`config.mk`:
```
export PLATFORM = sky130hd
export DESIGN_NAME = ml_if_buffer
export DESIGN_NICKNAME = d
export VERILOG_FILES = /design/src/rtl/ml_if_buffer.sv
export SDC_FILE = /design/constraint.sdc
export NUM_CORES = 1
export LEC_CHECK = 0
export CORE_ASPECT_RATIO = 1.4
export CORE_MARGIN = 10
export CORE_UTILIZATION = 59
export CTS_CLUSTER_DIAMETER = 150
export DETAILED_ROUTE_END_ITERATION = 7
export PLACE_DENSITY = 0.89
export SKIP_CTS_REPAIR_TIMING = 1
export SYNTH_ARGS = -nofsm -noshare
export SYNTH_HDL_FRONTEND = slang
export SYNTH_SLANG_ARGS = --single-unit
```
`constraint.sdc`:
```
create_clock -name clk -period 4.39 [get_ports clk]
set_clock_uncertainty 0.1 [all_clocks]
set_input_delay 0.878 -clock clk [delete_from_list [all_inputs] [get_ports clk]]
set_output_delay 0.878 -clock clk [all_outputs]
set_load 0.01 [all_outputs]
```
`src/rtl/ml_if_buffer.sv`:
```
`default_nettype none
// ============================================================================
// Module   : ml_if_buffer
// Purpose  : Input-feature staging buffer between the activation SRAM and the
//            PE array. A load request bursts DEPTH words from SRAM into a local
//            FIFO. A drain request then streams them, one word per cycle, to
//            the PE input register files.
// Ports    : clk, rst            - clock, synchronous active-high reset
//            i_if_fifo_ctrl[1:0] - [0] load request, [1] drain request (level)
//            o_if_fifo_resp[1:0] - [0] buffer full / load done, [1] drain done
//            i_base_addr         - SRAM start address, sampled on load start
//            o_sram_rd_en/addr   - SRAM read strobe and word address
//            i_sram_rd_data      - SRAM read data, valid 1 cycle after strobe
//            o_pe_if_data/valid  - registered word to PE RF, with qualifier
//            o_pe_if_idx         - PE row index of o_pe_if_data
//            o_count             - words currently held
//            o_err/o_err_code    - only when IF_BUF_ERR_CHK_EN is defined
// Config   : IF_BUF_ERR_CHK_EN - adds sticky protocol-error reporting
// Revision : 1.0 - initial release
// ============================================================================
module ml_if_buffer #(
  parameter int DATA_W = 16,
  parameter int DEPTH  = 15,
  parameter int ADDR_W = 10,
  parameter int IDX_W  = 4
) (
  input  logic              clk,
  input  logic              rst,
  input  logic [1:0]        i_if_fifo_ctrl,
  output logic [1:0]        o_if_fifo_resp,
  input  logic [ADDR_W-1:0] i_base_addr,
  output logic              o_sram_rd_en,
  output logic [ADDR_W-1:0] o_sram_rd_addr,
  input  logic [DATA_W-1:0] i_sram_rd_data,
  output logic [DATA_W-1:0] o_pe_if_data,
  output logic              o_pe_if_valid,
  output logic [IDX_W-1:0]  o_pe_if_idx,
  output logic [IDX_W:0]    o_count
`ifdef IF_BUF_ERR_CHK_EN
  ,
  output logic              o_err,
  output logic [1:0]        o_err_code
`endif
);

  localparam logic [IDX_W-1:0] c_LAST    = IDX_W'(DEPTH - 1);
  localparam logic [IDX_W-1:0] c_ONE_IDX = IDX_W'(1);
  localparam logic [IDX_W:0]   c_ONE_CNT = (IDX_W+1)'(1);

  typedef enum logic [2:0] {
    S_IDLE  = 3'd0,
    S_LOAD  = 3'd1,
    S_LWAIT = 3'd2,
    S_FULL  = 3'd3,
    S_DRAIN = 3'd4
  } state_t;

  state_t              r_state;
  logic [ADDR_W-1:0]   r_base;
  logic [IDX_W-1:0]    r_iss;       // next burst index to issue in LOAD
  logic                r_wr_pend;   // a strobe was issued last cycle
  logic [IDX_W-1:0]    r_wr_ptr;
  logic [IDX_W-1:0]    r_rd_ptr;
  logic [IDX_W:0]      r_count;
  logic [IDX_W-1:0]    r_out_idx;   // row index of the next word to drain
  logic                r_full;
  logic                r_done;
  logic [DATA_W-1:0]   r_data;
  logic                r_valid;
  logic [IDX_W-1:0]    r_idx;
  logic [DATA_W-1:0]   r_mem [DEPTH];

  logic                w_load_start;
  logic                w_pop;

  // The first strobe goes out in the same cycle the load request is seen,
  // so the IDLE-cycle address comes straight from i_base_addr.
  assign w_load_start   = (r_state == S_IDLE) && i_if_fifo_ctrl[0];
  assign w_pop          = ((r_state == S_FULL) || (r_state == S_DRAIN)) && i_if_fifo_ctrl[1];

  assign o_sram_rd_en   = !rst && (w_load_start || (r_state == S_LOAD));
  assign o_sram_rd_addr = !o_sram_rd_en ? '0 :
                          (w_load_start ? i_base_addr : r_base + ADDR_W'(r_iss));

  assign o_if_fifo_resp = {r_done, r_full};
  assign o_pe_if_data   = r_data;
  assign o_pe_if_valid  = r_valid;
  assign o_pe_if_idx    = r_idx;
  assign o_count        = r_count;

  // Storage carries no reset; r_count and the pointers define what is valid.
  always_ff @(posedge clk) begin
    if (!rst && r_wr_pend) begin
      r_mem[r_wr_ptr] <= i_sram_rd_data;
    end
  end

  always_ff @(posedge clk) begin
    if (rst) begin
      r_state   <= S_IDLE;
      r_base    <= '0;
      r_iss     <= '0;
      r_wr_pend <= 1'b0;
      r_wr_ptr  <= '0;
      r_rd_ptr  <= '0;
      r_count   <= '0;
      r_out_idx <= '0;
      r_full    <= 1'b0;
      r_done    <= 1'b0;
      r_data    <= '0;
      r_valid   <= 1'b0;
      r_idx     <= '0;
    end else begin
      r_valid   <= 1'b0;
      r_wr_pend <= o_sram_rd_en;

      // Read data lands one cycle after each strobe; load and drain never
      // overlap, so a write and a pop cannot occur in the same cycle.
      if (r_wr_pend) begin
        r_wr_ptr <= (r_wr_ptr == c_LAST) ? '0 : r_wr_ptr + c_ONE_IDX;
        r_count  <= r_count + c_ONE_CNT;
      end else if (w_pop) begin
        r_count  <= r_count - c_ONE_CNT;
      end

      if (w_pop) begin
        r_data   <= r_mem[r_rd_ptr];
        r_valid  <= 1'b1;
        r_idx    <= r_out_idx;
        r_rd_ptr <= (r_rd_ptr == c_LAST) ? '0 : r_rd_ptr + c_ONE_IDX;
        r_full   <= 1'b0;
      end

      case (r_state)
        S_IDLE: begin
          if (i_if_fifo_ctrl[0]) begin
            r_base  <= i_base_addr;
            r_iss   <= c_ONE_IDX;
            r_done  <= 1'b0;
            r_state <= S_LOAD;
          end
        end
        S_LOAD: begin
          if (r_iss == c_LAST) begin
            r_state <= S_LWAIT;
          end else begin
            r_iss <= r_iss + c_ONE_IDX;
          end
        end
        S_LWAIT: begin
          r_full  <= 1'b1;
          r_state <= S_FULL;
        end
        S_FULL, S_DRAIN: begin
          if (w_pop) begin
            if (r_out_idx == c_LAST) begin
              r_out_idx <= '0;
              r_done    <= 1'b1;
              r_state   <= S_IDLE;
            end else begin
              r_out_idx <= r_out_idx + c_ONE_IDX;
              r_state   <= S_DRAIN;
            end
          end
        end
        default: r_state <= S_IDLE;
      endcase
    end
  end

`ifdef IF_BUF_ERR_CHK_EN
  logic       r_err;
  logic [1:0] r_err_code;
  logic       w_err_drain_empty;
  logic       w_err_load_busy;

  // Drain with nothing held, or load while the buffer still holds a burst.
  assign w_err_drain_empty = (r_state == S_IDLE) && (i_if_fifo_ctrl == 2'b10) && (r_count == '0);
  assign w_err_load_busy   = ((r_state == S_FULL) || (r_state == S_DRAIN)) && i_if_fifo_ctrl[0];

  always_ff @(posedge clk) begin
    if (rst) begin
      r_err      <= 1'b0;
      r_err_code <= 2'b00;
    end else if (!r_err) begin
      if (w_err_drain_empty) begin
        r_err      <= 1'b1;
        r_err_code <= 2'b01;
      end else if (w_err_load_busy) begin
        r_err      <= 1'b1;
        r_err_code <= 2'b10;
      end
    end
  end

  assign o_err      = r_err;
  assign o_err_code = r_err_code;
`endif

endmodule
`default_nettype wire

```
# Word level (Yosys, flattened, before mapping)
# Memory sizes are Yosys's and may differ from the RTL's. A register that Yosys moved wholly into a read port is not among the register bits.
# Index checks and enable logic that the tools add are counted.
# word_totals
reg_bits	42
mem_bits_rw	240
input_bits	30
wordCells	75
memories	1
# classes
addsub	7
eq_ne	13
mux	24
reduce_logical	18
# mem_list
memory	depth	width	rd	rd_ports_with_merged_regs	wr	line_no	text
r_mem	15	16	1	1	1	71	logic [DATA_W-1:0] r_mem [DEPTH];
# ops
operator	count
2-to-1 mux 10 bit	2
2-to-1 mux 4 bit	5
adder 4 x 1 -> 4 bit (second input constant)	4
== test 4 bit (second input constant)	4
2-to-1 mux 3 bit	4
one-hot mux 3 bit (4 select lines)	1
adder 10 x 4 -> 10 bit	1
2-to-1 mux 5 bit	2
2-to-1 mux 1 bit	8
!= test 2 bit (second input constant)	4
one-hot mux 4 bit (2 select lines)	1
nonzero test 2 bit	4
== test 3 x 2 -> 1 bit (second input constant)	2
AND reduction 3 bit	2
adder 5 x 1 -> 5 bit (second input constant)	1
subtractor 5 x 1 -> 5 bit (second input constant)	1
logical AND 1 bit	4
AND reduction 2 bit	2
AND reduction 4 bit	1
== test 3 x 1 -> 1 bit (second input constant)	1
== test 3 bit (second input constant)	1
zero test 3 bit	1
logical OR 1 bit	2
!= test 2 x 1 -> 1 bit (second input constant)	1
3 further kinds	3

# Longest topological paths before layout
# logic_depth
depth_word	5
mapped_depth	7
depth_no_buf	7

# Worst setup path before layout
# Ideal clock, no wire load.
# synth_timing
path_kind	input-to-reg
start	in rst
end	mem r_mem[11][0], enable pin
setup_ns	0.436
t_arrival_ns	2.840
required_time_ns	3.854
path_slack_ns	1.013
cell_stages	2
path_buffers	0
cell_sequence	nand2b_1 > nor4b_1
# synth_via
elab_chain_cells	4
# synth_lines
item	line_no	text
start: declaration	28	input logic rst,
zero test 1 bit	93	if (!rst && r_wr_pend) begin
logical AND 1 bit	93	
2-to-1 mux 1 bit	93	
2-to-1 mux 1 bit (implied by the code)	94	r_mem[r_wr_ptr] <= i_sram_rd_data;
end: declaration	71	
# Every way passes these cells.

# Final worst setup path
# layout_timing
start	reg r_iss[0]
end	out o_sram_rd_addr[8]
# layout_via
elab_chain_cells	3
# layout_lines
item	line_no	text
start: declaration	60	logic [IDX_W-1:0] r_iss;
start signal: assignment	138	r_iss <= c_ONE_IDX;
start signal: assignment	147	r_iss <= r_iss + c_ONE_IDX;
adder 10 x 4 -> 10 bit	83	(w_load_start ? i_base_addr : r_base + ADDR_W'(r_iss));
2-to-1 mux 10 bit	83	
2-to-1 mux 10 bit	82	assign o_sram_rd_addr = !o_sram_rd_en ? '0 :
end: declaration	33	output logic [ADDR_W-1:0] o_sram_rd_addr,
# Every way passes these cells.

==> run_results.csv <==
group,metric,value,unit
global_route,grt_pass1_wl,43700,um
timing,timing.final.crit_share,0.906,
yosys,syn_area,0.0121,mm^2
placed_design,post-place-cells,1102,
global_route,track_usage,0.208,
die,coreArea,0.0204,mm^2
yosys,syn_nets,837,
setup_path,cp.arrival,3.00,ns
setup_path,worstRegToRegCells,5,
drt,vias_per_cell,6.39,
die,die-area,0.0267,mm^2
cells_and_area,layout-drive-gt1-share,0.180,
global_route,grt_pass1_vias,7532,
drt,drc,0,
setup_path,reg2reg_from,"r_state[2]",
yosys,yosys.area.top_type_share,0.595,
timing,max_freq,251,MHz
cells_and_area,area_delta_synth_final,15.7,%
timing,finalHoldViolCount,0,
die,num_io_pins,69,
setup_path,crit_slowest_cell,"clkdlybuf4s50_1",
timing,slew-limit-headroom,0.388,
power,ir_worst_vdd,0.000392,V
setup_path,critPathKind,"flip-flop to output pin",
run,maxCapViolations,0,
clock_network,clk_path_buf_depth,3,
setup_path,cp_common_cell,"a21oi_1",
yosys,async_reset_ff_frac,0,
timing,tns,0,ns
drt,met2_wirelength,14600,um
setup_path,endpoint,"o_sram_rd_addr[8]",
placed_design,post-dp-hpwl,16900,um
power,power,6.41,mW
cells_and_area,diodes,0,
yosys,synth.distinct_cells,53,
timing,hold_slack,0.359,ns
timing,tightestPinTransition,0.918,ns
placed_design,gp_congestion,0.893,
yosys,synth_common_cells,"edfxtp_1, dfxtp_1, nor2_1, a21oi_1, nand2_1",
drt,drtIter0Drc,677,
die,rows,62,
clock_network,h-tree-depth,1,
timing,rsz0062_at_grt,"no",
yosys,synth_edf_count,240,
placed_design,post-place-ws,0.422,ns
yosys,synth.area.top_cells,"edfxtp_1, dfxtp_1, mux4_2, mux2i_1, mux2_2",
setup_path,cpPeakStageDelay,0.55,ns
drt,detail-route-antenna-nets,0,
setup_path,path_max_fanout,6,
power,cellPowerDensity,457,mW/mm^2
setup_path,cp-end-kind,"output pin",
drt,drt-met1-wl,10400,um
global_route,grt_remaining_overflow,0,
clock_network,cts.clk_slew.worst_paths,0.07,ns
drt,routed.top_layer,"met4",
yosys,ys.flop_type,"edfxtp_1",
yosys,yosysMostFrequentCell,"edfxtp_1",
cells_and_area,stdcell_count,1152,
cells_and_area,nNetsFinal,916,
setup_path,reg2reg_slack,1.46,ns
clock_network,cts.sinks,298,
drt,num_vias,7361,
drt,routed_wl,28100,um
clock_network,cts_tree,"yes",
drt,wl_met3,1940,um
setup_path,startpoint,"r_iss[0]",
yosys,yosysTopAreaCell,"edfxtp_1",
setup_path,startpoint_type,"flip-flop",
yosys,synth-seq-cells,298,
setup_path,cp_cell_sequence,"ha_1 -> fa_1 -> a21o_1 -> a21oi_1 -> nor2_1 -> xnor2_1 -> a21oi_1 -> clkdlybuf4s50_1",
die,fp.dieH,190,um
timing,period_needed,3.98,ns
clock_network,cts_made_buffers,27,
worst_hold_path,hold_class,"flip-flop to flip-flop",
yosys,seq_area_frac_synth,0.691,
die,start_util,0.594,
yosys,synth_warnings,0,
drt,drtPass1Iterations,5,
timing,drv_slew,0,
timing,setup_violations,0,
global_route,grt_max_degree,60,
drt,wl_per_cell,24.4,um
timing,setup_slack,0.412,ns
yosys,syn_area_per_cell,15.2,um^2
clock_network,cts_root_buf,"clkbuf_16",
setup_path,timing.rr.end,"o_pe_if_data[10]",
global_route,antenna_found_initial,0,
placed_design,place.port_buffers,68,
clock_network,clk_latency,0.55,ns
die,die-width,141,um
power,leakagePower,4.44,nW
yosys,syn_inst,796,
run_status,outcome,"finished, final reports clean",
setup_path,required,3.41,ns
-- report_power, final --
| group | internal (mW) | switching [mW] | leakage, nW |
|---|---|---|---|
| logic | 0.386 | 0.438 | 1.38 |
| registers | 3.15 | 0.134 | 2.63 |
| clock network | 1.29 | 1.01 | 0.424 |
-- worst max-delay path: cells and delay by family, from the launching register on --
family	cells	cell delay (ns)
AND/OR/NAND/NOR	1	0.10
buffers and inverters	1	0.55
AO/OA/AOI/OAI	3	0.63
flip-flops	1	0.36
XOR/XNOR	1	0.14
adder cells (fa/ha/maj)	2	0.67
-- worst min path at each step --
stage                    from             end  slack (ns)  cells past startpoint
6_report       o_pe_if_idx[2]  o_pe_if_idx[2]        0.36                      2
2_1_floorplan       r_base[0]       r_base[0]        0.34                      2
5_1_grt        o_pe_if_idx[1]  o_pe_if_idx[1]        0.37                      2
3_5_place_dp   o_pe_if_idx[2]  o_pe_if_idx[2]        0.35                      2
4_1_cts        o_pe_if_idx[2]  o_pe_if_idx[2]        0.36                      2
3_3_place_gp   o_pe_if_idx[0]  o_pe_if_idx[0]        0.34                      2
-- stage by stage --
stage               area [um^2]  utilization
finish                    14000        0.687
global route              14000        0.687
CTS                       14000        0.687
detailed placement        13100        0.644
global placement          13100        0.644
floorplan                 12100            -
-- final cells by class --
type | count | area, um^2
Sequential cell | 298 | 8370
Fill cell | 1259 | 6380
Multi-Input combinational cell | 442 | 3520
Timing Repair Buffer | 99 | 908
Clock buffer | 31 | 711
Tap cell | 256 | 320
Clock inverter | 19 | 161
Inverter | 7 | 26.3
-- sequential cells by signal, summed over array words and instances (netlist names) --
name,flops
o_pe_if_idx,4
r_done,1
r_out_idx,4
o_count,5
r_full,1
r_wr_ptr,4
r_rd_ptr,4
o_pe_if_valid,1
r_iss,4
r_base,10
r_mem,240
r_state,3
o_pe_if_data,16
r_wr_pend,1
-- cell families after synthesis --
family                   synth area share
XOR/XNOR                          0.00868
multiplexers                        0.114
flip-flops                          0.691
AND/OR/NAND/NOR                    0.0701
adder cells (fa/ha/maj)            0.0126
buffers and inverters              0.0218
AO/OA/AOI/OAI                      0.0817
-- cells in the final DEF (no fill, tap or decap), types with 3 or more instances in the layout --
cell type	instances
and2_1	13
clkdlybuf4s50_1	67
nor3_2	4
nor3_1	12
a22oi_1	3
mux4_2	33
a21o_1	4
inv_1	6
a21oi_1	53
a311oi_1	5
xnor2_1	4
mux2i_1	36
nor2b_1	4
a31oi_1	6
nand3_1	10
inv_6	4
nand2_1	52
mux2_2	25
nand3b_1	6
clkinvlp_4	3
a2111oi_2	11
clkinv_1	6
o21ai_0	21
dfxtp_1	55
buf_4	31
a211oi_1	17
clkinv_2	5
nand2b_1	8
o22ai_1	15
clkbuf_16	27
nor2_1	54
edfxtp_1	240
ha_1	9
xor2_1	8
-- layer usage --
layer / GRT usage / vias to the layer above
met3: 0.0307 / 88
li1: - / 3236
met2: 0.353 / 340
met4: 0.0951 / 0
met5: 0 / -
met1: 0.258 / 3697
No activity file was read; power rests on OpenSTA's default activity.
